File: config.mk
export PLATFORM = sky130hd
export DESIGN_NAME = fir_out_requant
export DESIGN_NICKNAME = d
export VERILOG_FILES = /design/src/rtl/fir_out_pkg.sv /design/src/rtl/sync_fifo_fwft.sv /design/src/rtl/fir_out_requant.sv
export SDC_FILE = /design/constraint.sdc
export NUM_CORES = 1
export LEC_CHECK = 0
export BUFFER_PORTS_ARGS = -buffer_cell sky130_fd_sc_hd__buf_2
export CAP_MARGIN = 25
export CELL_PAD_IN_SITES_DETAIL_PLACEMENT = 1
export CELL_PAD_IN_SITES_GLOBAL_PLACEMENT = 1
export CORE_MARGIN = 3
export CORE_UTILIZATION = 53
export DETAILED_ROUTE_END_ITERATION = 10
export PLACE_DENSITY_LB_ADDON = 0.1
export SETUP_SLACK_MARGIN = 0.2
export SLEW_MARGIN = 20
export SYNTH_ARGS = -nofsm -noshare
export SYNTH_HDL_FRONTEND = slang
export SYNTH_SLANG_ARGS = --single-unit
export TNS_END_PERCENT = 30
File: constraint.sdc
create_clock -name clk -period 6.6 [get_ports clk]
set_input_delay 1.65 -clock clk [delete_from_list [all_inputs] [get_ports clk]]
set_output_delay 1.65 -clock clk [all_outputs]
set_load 0.1 [all_outputs]
File: src/rtl/fir_out_pkg.sv
// Shared constants and helpers for the FIR output requantiser.
package fir_out_pkg;

  localparam int DIN_W_DEF  = 29;
  localparam int DOUT_W_DEF = 16;

  localparam logic signed [15:0] PCM_MAX = 16'sh7FFF;
  localparam logic signed [15:0] PCM_MIN = 16'sh8000;

  localparam logic [3:0] SHIFT_MAX = 4'd13;

  // Shift codes above SHIFT_MAX behave as SHIFT_MAX.
  function automatic logic [3:0] clamp_shift(input logic [3:0] s);
    return (s > SHIFT_MAX) ? SHIFT_MAX : s;
  endfunction

endpackage

File: src/rtl/sync_fifo_fwft.sv
// Synchronous first-word-fall-through FIFO with level/full/empty status.
//
// Handshake: a word leaves when o_valid && i_rd_en in the same cycle; o_rd_data
// always shows the head word and stays constant until that pop. A write is
// accepted when i_wr_en && (!o_full || pop in the same cycle); a write offered
// while full with no pop is ignored and the caller accounts for it.
module sync_fifo_fwft
  import fir_out_pkg::*;
#(
  parameter int W     = 16,
  parameter int DEPTH = 8,
  parameter int AW    = $clog2(DEPTH)
) (
  input  logic          clk,
  input  logic          rstn,
  input  logic          i_wr_en,
  input  logic [W-1:0]  i_wr_data,
  input  logic          i_rd_en,
  output logic [W-1:0]  o_rd_data,
  output logic          o_valid,
  output logic          o_full,
  output logic          o_empty,
  output logic [AW:0]   o_level
);

  localparam logic [AW:0] FULL_LVL = (AW+1)'(DEPTH);

  logic [W-1:0]  r_mem [DEPTH];
  logic [AW-1:0] r_wr_ptr;
  logic [AW-1:0] r_rd_ptr;
  logic [AW:0]   r_level;

  logic w_full;
  logic w_empty;
  logic w_rd_fire;
  logic w_wr_fire;

  assign w_full    = (r_level == FULL_LVL);
  assign w_empty   = (r_level == '0);
  assign w_rd_fire = i_rd_en && !w_empty;
  assign w_wr_fire = i_wr_en && (!w_full || w_rd_fire);

  assign o_full    = w_full;
  assign o_empty   = w_empty;
  assign o_valid   = !w_empty;
  assign o_level   = r_level;
  // Show zero rather than stale storage whenever nothing is queued.
  assign o_rd_data = w_empty ? '0 : r_mem[r_rd_ptr];

  // Storage array: written at the write pointer, no reset needed.
  always_ff @(posedge clk) begin
    if (w_wr_fire) r_mem[r_wr_ptr] <= i_wr_data;
  end

  // Pointers wrap naturally because DEPTH is a power of two.
  always_ff @(posedge clk or negedge rstn) begin
    if (!rstn) begin
      r_wr_ptr <= '0;
      r_rd_ptr <= '0;
      r_level  <= '0;
    end else begin
      if (w_wr_fire) r_wr_ptr <= r_wr_ptr + 1'b1;
      if (w_rd_fire) r_rd_ptr <= r_rd_ptr + 1'b1;
      case ({w_wr_fire, w_rd_fire})
        2'b10:   r_level <= r_level + 1'b1;
        2'b01:   r_level <= r_level - 1'b1;
        default: r_level <= r_level;
      endcase
    end
  end

endmodule

File: src/rtl/fir_out_requant.sv
// FIR output requantiser: rounding shift (P1), PCM clamp (P2), FWFT buffer
// toward the DAC side, plus saturation/drop statistics.
module fir_out_requant
  import fir_out_pkg::*;
#(
  parameter int DIN_W  = DIN_W_DEF,
  parameter int DOUT_W = DOUT_W_DEF,
  parameter int DEPTH  = 8
) (
  input  logic                       clk,
  input  logic                       rstn,
  input  logic                       in_valid,
  input  logic [DIN_W-1:0]           in_data,
  input  logic [3:0]                 shift,
  output logic                       out_valid,
  input  logic                       out_ready,
  output logic [DOUT_W-1:0]          out_data,
  output logic [$clog2(DEPTH):0]     fifo_level,
  output logic                       sat_flag,
  output logic [15:0]                sat_cnt,
  output logic [15:0]                drop_cnt,
  input  logic                       clr_stat
);

  localparam int AW = $clog2(DEPTH);

  // Clamp limits widened to the P1 width (sign-extending casts).
  localparam logic signed [DIN_W:0] LIM_HI = (DIN_W+1)'(PCM_MAX);
  localparam logic signed [DIN_W:0] LIM_LO = (DIN_W+1)'(PCM_MIN);

  logic                     r_p1_valid;
  logic signed [DIN_W:0]    r_p1_data;
  logic                     r_p2_valid;
  logic [DOUT_W-1:0]        r_p2_data;
  logic                     r_p2_sat;

  logic                     r_sat_flag;
  logic [15:0]              r_sat_cnt;
  logic [15:0]              r_drop_cnt;

  logic [3:0]               w_shift;
  logic signed [DIN_W:0]    w_ext;
  logic signed [DIN_W:0]    w_bias;
  logic signed [DIN_W:0]    w_sum;
  logic signed [DIN_W:0]    w_p1_next;
  logic [DOUT_W-1:0]        w_p2_next;
  logic                     w_p2_sat;
  logic                     w_full;
  logic                     w_empty;
  logic                     w_accept;
  logic                     w_drop;

  // Rounding right shift; headroom of one extra bit keeps the bias add exact.
  always_comb begin
    w_shift   = clamp_shift(shift);
    w_ext     = $signed({in_data[DIN_W-1], in_data});
    w_bias    = '0;
    if (w_shift != 4'd0)
      w_bias = $signed({{DIN_W{1'b0}}, 1'b1} << (w_shift - 4'd1));
    w_sum     = w_ext + w_bias;
    w_p1_next = w_sum >>> w_shift;
  end

  // Clamp to the PCM range and flag samples that were changed by it.
  always_comb begin
    w_p2_next = r_p1_data[DOUT_W-1:0];
    w_p2_sat  = 1'b0;
    if (r_p1_data > LIM_HI) begin
      w_p2_next = PCM_MAX;
      w_p2_sat  = 1'b1;
    end else if (r_p1_data < LIM_LO) begin
      w_p2_next = PCM_MIN;
      w_p2_sat  = 1'b1;
    end
  end

  // P1/P2 pipeline registers; data only loads with its valid bit.
  always_ff @(posedge clk or negedge rstn) begin
    if (!rstn) begin
      r_p1_valid <= 1'b0;
      r_p1_data  <= '0;
      r_p2_valid <= 1'b0;
      r_p2_data  <= '0;
      r_p2_sat   <= 1'b0;
    end else begin
      r_p1_valid <= in_valid;
      if (in_valid) r_p1_data <= w_p1_next;
      r_p2_valid <= r_p1_valid;
      if (r_p1_valid) begin
        r_p2_data <= w_p2_next;
        r_p2_sat  <= w_p2_sat;
      end
    end
  end

  // When full, a same-cycle pop (head is valid) makes room for the write.
  assign w_accept = r_p2_valid && (!w_full || out_ready);
  assign w_drop   = r_p2_valid && w_full && !out_ready;

  // Statistics: clear wins over any same-cycle event, counters stick at max.
  always_ff @(posedge clk or negedge rstn) begin
    if (!rstn) begin
      r_sat_flag <= 1'b0;
      r_sat_cnt  <= '0;
      r_drop_cnt <= '0;
    end else if (clr_stat) begin
      r_sat_flag <= 1'b0;
      r_sat_cnt  <= '0;
      r_drop_cnt <= '0;
    end else begin
      if (r_p2_valid && r_p2_sat) r_sat_flag <= 1'b1;
      if (w_accept && r_p2_sat && (r_sat_cnt != 16'hFFFF))
        r_sat_cnt <= r_sat_cnt + 16'd1;
      if (w_drop && (r_drop_cnt != 16'hFFFF))
        r_drop_cnt <= r_drop_cnt + 16'd1;
    end
  end

  sync_fifo_fwft #(
    .W     (DOUT_W),
    .DEPTH (DEPTH),
    .AW    (AW)
  ) u_fifo (
    .clk       (clk),
    .rstn      (rstn),
    .i_wr_en   (w_accept),
    .i_wr_data (r_p2_data),
    .i_rd_en   (out_ready),
    .o_rd_data (out_data),
    .o_valid   (out_valid),
    .o_full    (w_full),
    .o_empty   (w_empty),
    .o_level   (fifo_level)
  );

  assign sat_flag = r_sat_flag;
  assign sat_cnt  = r_sat_cnt;
  assign drop_cnt = r_drop_cnt;

  // Empty status is carried for completeness; out_valid already reflects it.
  logic w_unused;
  assign w_unused = w_empty;

endmodule

==> summary by stage, run 1 <==
CTS
The maximum clock insertion buffer count is 3. Clock-pin slew was measured on the worst setup and hold paths at 0.06 ns. The number of buffers added by the clock tree synthesis step is 23. CTS built an H-tree with a depth of 1. For the worst-skew pair, the clock arrives at the later sink with an insertion delay of 0.52 ns. In this run the clock root is driven by a sky130_fd_sc_hd__clkbuf_16. The CTS sink count is 220. In this run, post-CTS repair resized a total of 0 instances. The number of setup buffers added after CTS is 0. The hold buffer count at CTS is 0.

TritonCTS built the clock tree.

Worst setup path
The endpoint kind of the worst setup timing path is a flop. The worst setup path category is in2reg. The required time of the critical path is 6.93 ns. The startpoint kind of the worst setup timing path is a primary input. For flop-to-flop paths, the worst setup slack is 3.48 ns. The largest driver fanout on the critical path is 29. The worst register-to-register path ends at u_fifo.o_level[3]$_DFFE_PN0P_. Counting cells, the worst reg-to-reg path comes to 10.

At the worst endpoint, the arrival time is 6.03 ns. The startpoint of the worst register-to-register path is u_fifo.o_level[1]$_DFFE_PN0P_.

Drt
The number of detailed-route iterations in the first pass is 4. The routed layout has 9651 vias. The number of DRC markers after the initial detailed-route iteration is 700. After detailed routing, the number of vias per cell comes to 6.42. The number of antenna-violating nets in the routed design is 0. The total routed wirelength is 35700 microns. After detailed routing, the average wire length per cell comes to 23.7 microns. After detailed routing, the number of remaining DRC violations is 0.

Hold path
In this run the worst hold path is classified as reg2reg. The worst min-delay path startpoint is sat_flag$_DFFE_PN0P_. The worst hold endpoint is sat_flag$_DFFE_PN0P_. The worst hold path was traced through 2 stages.

Place
The count of buffers added on input and output ports is 91. OpenSTA, run right after detailed placement, puts the worst setup slack at 0.441 ns. The total placed cells including tap cells is 1460. The wire-length estimate of the detail-placed layout is 24800 microns. The placer's final routability congestion estimate is 0.922.

Yosys
The post-synth design cell area is 12300 sq um. Ranked by total cell area, the synthesized netlist is headed by sky130_fd_sc_hd__edfxtp_1 (31%), sky130_fd_sc_hd__dfrtp_1 (19%), sky130_fd_sc_hd__mux4_2 (6.0%). The number of warnings issued by yosys is 0.

The mean area per synthesized cell is 11.0 sq um. The proportion of synthesized chip area in sequential cells is 49.9%. The number of flops mapped to enable cells by yosys is 128.

The share of synthesized registers carrying an async set or reset is 41.8%. The number of synthesized register bits is 220. The count of different cell masters after synthesis is 87. The cell count after synthesis is 1119. The most common cell in the synthesized netlist is sky130_fd_sc_hd__edfxtp_1. The flip-flop cell with the highest count after synthesis is sky130_fd_sc_hd__edfxtp_1.

The commonest cells after synthesis are sky130_fd_sc_hd__edfxtp_1 (128), sky130_fd_sc_hd__nor2_1 (112), sky130_fd_sc_hd__dfrtp_1 (92). The synthesized design devotes to its leading area cell type 31.2% of total area. The library cell with the largest summed area after synthesis is sky130_fd_sc_hd__edfxtp_1.

Floorplan
The die is 158 microns tall. The floorplan step set the die width to 158 microns. The die outline area is 25100 sq um. The total area inside the core boundary comes to 22700 sq um. The initial core utilization is 54.2%. The number of top-level pins is 92. The floorplan has 55 rows.

Global route
The number of antenna violations at the first check in global routing is 0. The largest net degree at the start of global routing is 57. The first-pass GRT wire length is 56300 microns. The via count of the first global-routing pass is 9947. Global routing used 28.6% of the available tracks. The global route total overflow is 0.

Timing
Adding up every negative setup slack in the final design gives 0 ns. In this run the tightest slew margin relative to its limit is 34.0%. The top achievable clock speed is 176 MHz. The total setup violations reported at the end of the flow is 0. At the pin with the least slew margin, the transition time is 0.987 ns. Of the available clock period, the critical path in the final layout requires 86.3%.

The number of max-slew violations in the final report was 0. The worst path meets setup with 0.904 ns of slack. On the final layout, the worst clock skew is 0.0114 ns. Counting I/O delays and the setup requirement, the final critical path takes 5.70 ns. The final count of hold timing violations came to 0. Setup repair after global routing left no endpoint under its margin. Hold is met by 0.511 ns.

Final layout
The area growth from synthesis to layout is 12.7%. The count of nets after finishing is 1264. The share of cells above drive strength 1 is 19.2%. The number of diodes added for antenna fixing is 0. The fill cell instance count of the final layout is 2420. The final instance count without filler cells is 1503.

Status
The flow ran to the end, and the final reports show no timing, DRC or antenna violations.

Pwr
Total power for the finished layout comes to 5.26 mW. Dividing total power by cell area gives a power density of 379 nW/um^2. VDD sags by at most 357 uV. Summed over all cells, the static leakage comes to 5.38 nW.

Job
Across the run, the number of max-cap violations was 0.
## how the worst max path moves through the flow
stage / end / cells after the start / slack [ns] / start
finish: r_p1_data[14]$_DFFE_PN0P_ / 15 / 0.90 / shift[0]
global route: r_p1_data[14]$_DFFE_PN0P_ / 15 / 0.60 / shift[0]
CTS: r_p1_data[14]$_DFFE_PN0P_ / 15 / 0.93 / shift[0]
detailed placement: r_p1_data[14]$_DFFE_PN0P_ / 15 / 0.44 / shift[0]
global placement: r_p1_data[14]$_DFFE_PN0P_ / 15 / 0.59 / shift[0]
floorplan: r_p1_data[8]$_DFFE_PN0P_ / 19 / 1.19 / shift[3]
## worst max-delay path, stage by stage
cell,delay [ns]
sky130_fd_sc_hd__buf_2,0.46
sky130_fd_sc_hd__nand2_1,0.25
sky130_fd_sc_hd__nor3_1,0.19
sky130_fd_sc_hd__ha_1,0.23
sky130_fd_sc_hd__inv_1,0.08
sky130_fd_sc_hd__fa_1,0.41
sky130_fd_sc_hd__nand2b_1,0.18
sky130_fd_sc_hd__a21oi_1,0.33
sky130_fd_sc_hd__o21ai_1,0.21
sky130_fd_sc_hd__o21a_1,0.41
sky130_fd_sc_hd__o21a_1,0.30
sky130_fd_sc_hd__o21ai_0,0.28
sky130_fd_sc_hd__a31oi_1,0.17
sky130_fd_sc_hd__o311ai_0,0.60
sky130_fd_sc_hd__o221ai_1,0.27
## kinds of logic (layout without fill, tap and decap cells)
kind of cell | Yosys count | after routing | share of synthesized area (%)
simple gates | 355 | 355 | 14.0
other cells | 1 | 3 | 0.0304
mux | 83 | 83 | 10.2
flops | 220 | 220 | 49.9
compound gates | 282 | 282 | 16.2
xor+xnor | 48 | 48 | 3.41
buf+inv | 105 | 202 | 3.60
fa+ha+maj | 25 | 25 | 2.66
## power by group
| part | switching, mW | leakage, nW | internal [mW] |
|---|---|---|---|
| Combinational | 1.52 | 2.66 | 0.566 |
| Clock | 0.540 | 0.373 | 0.779 |
| Sequential | 0.160 | 2.35 | 1.69 |
## metrics by stage
| stage | util [%] | instance area [sq um] |
|---|---|---|
| after CTS | 61.1 | 13900 |
| final | 61.1 | 13900 |
| after global placement | 57.7 | 13100 |
| after global routing | 61.1 | 13900 |
| after floorplan | - | 12300 |
| after detailed placement | 57.7 | 13100 |
## sequential cells by signal, summed over array words and instances (netlist names), 3 cells and up
register         cells
u_fifo.r_mem       128
r_p1_data           30
drop_cnt            16
r_p2_data           16
sat_cnt             16
u_fifo.o_level       4
u_fifo.r_rd_ptr      3
u_fifo.r_wr_ptr      3
## cell type report
class / instances / area, sq um / share of cell area, %
clock buffer: 30 / 612 / 4.41
clock inverter: 12 / 154 / 1.11
inverter: 43 / 161 / 1.16
multi-input combinational: 796 / 5790 / 41.7
sequential: 220 / 6150 / 44.3
tap: 285 / 357 / 2.57
timing repair buffer: 117 / 661 / 4.76
## routing by layer
layer  share of wire (%)  track usage (%)  vias to the layer above  routed length, microns
met3                 4.1             2.66                       48                    1450
met5                   0                0                        -                       0
li1                    -                -                     4398                       -
met4                 1.7             5.74                        0                     597
met1                  44             39.6                     4924                   15600
met2                  51             49.7                      281                   18100
## placed cells by master (no fill, tap or decap), types with 9 or more instances in the layout
cell type                   Yosys  layout
sky130_fd_sc_hd__edfxtp_1     128     128
sky130_fd_sc_hd__nor2_1       112     112
sky130_fd_sc_hd__dfrtp_1       92      91
sky130_fd_sc_hd__buf_2          9      90
sky130_fd_sc_hd__nand2_1       87      87
sky130_fd_sc_hd__o21ai_0       53      53
sky130_fd_sc_hd__a21oi_1       51      51
sky130_fd_sc_hd__inv_1         41      41
sky130_fd_sc_hd__mux2i_1       37      37
sky130_fd_sc_hd__mux4_2        33      33
sky130_fd_sc_hd__nand3_1       27      27
sky130_fd_sc_hd__xnor2_1       27      27
sky130_fd_sc_hd__o211ai_1      26      26
sky130_fd_sc_hd__buf_4          4      26
sky130_fd_sc_hd__nor3_1        29      25
sky130_fd_sc_hd__ha_1          23      23
sky130_fd_sc_hd__clkbuf_16      0      23
sky130_fd_sc_hd__xor2_1        21      21
sky130_fd_sc_hd__a211oi_1      16      16
sky130_fd_sc_hd__nand2b_1      15      15
sky130_fd_sc_hd__nand4_1       15      15
sky130_fd_sc_hd__mux2_2        13      13
sky130_fd_sc_hd__o21ai_1       12      12
sky130_fd_sc_hd__o221ai_1      12      12
sky130_fd_sc_hd__or3_1         11      11
sky130_fd_sc_hd__a21o_1        11      11
sky130_fd_sc_hd__nor2b_1       10      10
sky130_fd_sc_hd__a31oi_1        9       9
sky130_fd_sc_hd__nor4_1        11       9
Note: power is estimated with default switching activity, not from simulation.
==> run 2: changes to the inputs <==
--- a/config.mk
+++ b/config.mk
@@ -12,6 +12,7 @@
 export CORE_MARGIN = 3
 export CORE_UTILIZATION = 53
 export DETAILED_ROUTE_END_ITERATION = 10
+export MAX_ROUTING_LAYER = met4
 export PLACE_DENSITY_LB_ADDON = 0.1
 export SETUP_SLACK_MARGIN = 0.2
 export SLEW_MARGIN = 20
==> summary by stage, run 2 (synthesis results as in run 1) <==
Status
The flow ran to the end, and the final reports show no timing, DRC or antenna violations.

CTS
The root buffer cell chosen for the clock tree is sky130_fd_sc_hd__clkbuf_16. The clock tree from TritonCTS is yes. For this design, the sink count on the clock tree is 220. The register clock-pin slew on the reported worst setup and hold paths is 0.06 ns.

The clock latency reported for the late side of the worst-skew pair is 0.51 ns. The number of buffers added by the clock tree synthesis step is 23. The post-cts repair resize count is 0. The number of levels in the clock H-tree is 1. The hold buffer count at CTS is 0. The number of setup buffers added after CTS is 0. The maximum clock insertion buffer count is 3.

Final layout
The number of diodes added for antenna fixing is 0. In the final layout, the registers with the most flip-flops are u_fifo.r_mem x128, r_p1_data x30. The most frequent standard cell in the layout excluding fill and tap cells is sky130_fd_sc_hd__edfxtp_1.

The final core utilization is 60.9%. The final layout contains 1266 nets. In the layout the commonest cells are sky130_fd_sc_hd__edfxtp_1 (128), sky130_fd_sc_hd__nor2_1 (112), sky130_fd_sc_hd__dfrtp_1 (91). u_fifo.r_mem holds more flip-flops than any other register. The share of cells above drive strength 1 is 18.9%. From synthesis to final layout, the design area changed by 12.4%. The flip-flop count of the largest register, all copies and words added is 128.

Timing
In this run the tightest slew margin relative to its limit is 35.3%. The final count of hold timing violations was 0. Counting I/O delays and the setup requirement, the final critical path takes 5.70 ns.

The top achievable clock speed is 176 MHz. The post-layout worst setup margin is 0.903 ns. The pin slew with the least headroom to its limit is 0.970 ns. For the final routed database, the setup TNS stands at 0 ns. For the final database, setup skew stands at 0.0223 ns. The number of max-slew violations in the final report was 0. In the finished design, the share of the clock period the worst path needs comes to 86.3%.

The total setup violations reported at the end of the flow is 0. Setup repair after global routing left no endpoint under its margin.

Pwr
The maximum vdd drop is 383 uV. The leakage component of the power is 5.36 nW. For this design the ratio of total power to cell area is 374 nW/um^2.

Global route
Entering global routing, the biggest net connects 46 pins. The global-route usage over all layers is 30.2%. The first global-routing pass estimated 57300 microns of wire. The global route total overflow is 0. The number of antenna violations at the first check in global routing is 0. The via count of the first global-routing pass is 10100.

Floorplan
In this run the horizontal extent of the chip is 158 microns. The number of top-level pins is 92. The initial core utilization is 54.2%. The number of standard-cell rows in the floorplan is 55. The floorplan step defined a die boundary enclosing 25100 sq um. The total core area is 22700 sq um.

The die is 158 microns tall.

Drt
The via-per-instance ratio is 6.43. The via count of the routed design is 9678. The average wire per standard cell is 24.2 microns. The detailed router finished its first iteration with 730 violations. The number of detailed-route iterations in the first pass is 7. For this block, the routed nets add up to 36500 microns of wire. The number of antenna-violating nets in the routed design is 0. In the routed design, unresolved DRC markers number 0.

Place
OpenSTA, run right after detailed placement, puts the worst setup slack at 0.538 ns. At the end of routability-driven placement, the weighted congestion stood at 0.962. The half-perimeter wire length after placement is 25500 microns. Buffers placed on the I/O ports in this run total 91.

Worst setup path
The startpoint kind of the worst setup timing path is a primary input. The worst path arrival time is 6.09 ns. The largest driver fanout on the critical path is 30. The worst setup path category is in2reg.

STA puts the critical path data required time at 7.00 ns. The endpoint kind of the worst setup timing path is a flop.

Hold path
The min-delay analysis places its worst path in the category reg2reg.

Job
The max-capacitance violation count is 0.
[run 2: cell types whose count changed in the layout (fill, tap and decap cells not counted), moves of 2 or more]
cell,previous run,this run
sky130_fd_sc_hd__clkinv_1,4,6
sky130_fd_sc_hd__clkbuf_1,6,9
sky130_fd_sc_hd__bufinv_16,3,1
sky130_fd_sc_hd__clkinv_2,4,2
[run 2: power by group]
part / leakage [nW] / switching [mW] / total [mW] / internal (mW)
Clock: 0.335 / 0.515 / 1.20 / 0.687
Combinational: 2.68 / 1.54 / 2.11 / 0.571
Sequential: 2.35 / 0.166 / 1.86 / 1.69
Total: 5.36 / 2.22 / 5.17 / 2.95
[run 2: per-stage QoR]
step           power [mW]  cell area [sq um]  cells  hold slack (ns)
3_5_place_dp         3.97              13100   1461            0.499
2_1_floorplan        3.49              12300   1121            0.453
3_3_place_gp         3.89              13100   1460            0.489
5_1_grt              5.41              13800   1505            0.534
4_1_cts              5.20              13800   1503            0.521
6_report             5.17              13800   1505            0.527
[run 2: worst paths after layout]
check,cells after the start,end,slack [ns],startpoint
min in group asynchronous,1,u_fifo.o_level[0]$_DFFE_PN0P_,0.95,rstn
max in group asynchronous,3,r_p2_data[3]$_DFFE_PN0P_,4.57,rstn
max,15,r_p1_data[8]$_DFFE_PN0P_,0.90,shift[2]
max reg2reg,10,u_fifo.o_level[3]$_DFFE_PN0P_,3.28,u_fifo.o_level[0]$_DFFE_PN0P_
min,2,r_p1_data[6]$_DFFE_PN0P_,0.53,r_p1_data[6]$_DFFE_PN0P_
min reg2reg,2,r_p1_data[6]$_DFFE_PN0P_,0.53,r_p1_data[6]$_DFFE_PN0P_
[run 2: critical path: stages]
cell	delay, ns
sky130_fd_sc_hd__buf_2	0.44
sky130_fd_sc_hd__and2_1	0.41
sky130_fd_sc_hd__a21oi_2	0.11
sky130_fd_sc_hd__nand3_1	0.14
sky130_fd_sc_hd__inv_1	0.06
sky130_fd_sc_hd__ha_1	0.37
sky130_fd_sc_hd__o211ai_1	0.11
sky130_fd_sc_hd__a21oi_1	0.36
sky130_fd_sc_hd__o21ai_1	0.28
sky130_fd_sc_hd__o21ai_1	0.74
sky130_fd_sc_hd__nand2_1	0.26
sky130_fd_sc_hd__xnor2_1	0.23
sky130_fd_sc_hd__a221oi_4	0.37
sky130_fd_sc_hd__mux2i_1	0.16
sky130_fd_sc_hd__a221o_1	0.37
[run 2: metal layers]
metal / global-route usage [%] / vias to the layer above / share of wire (%) / routed length, microns
met5: - / - / 0 / 0
met4: 8.28 / 0 / 2.5 / 912
met3: 3.40 / 65 / 4.7 / 1700
met2: 51.0 / 298 / 51 / 18600
met1: 38.9 / 4898 / 42 / 15300
li1: - / 4417 / - / -
[run 2: area by class of cell]
class / instances / area [sq um]
clock buffers: 32 / 609
well taps: 285 / 357
clock inverters: 10 / 81.3
inverters: 43 / 161
flip-flops and latches: 220 / 6150
fillers: 2439 / 8870
repair buffers: 119 / 696
multi-input cells: 796 / 5790
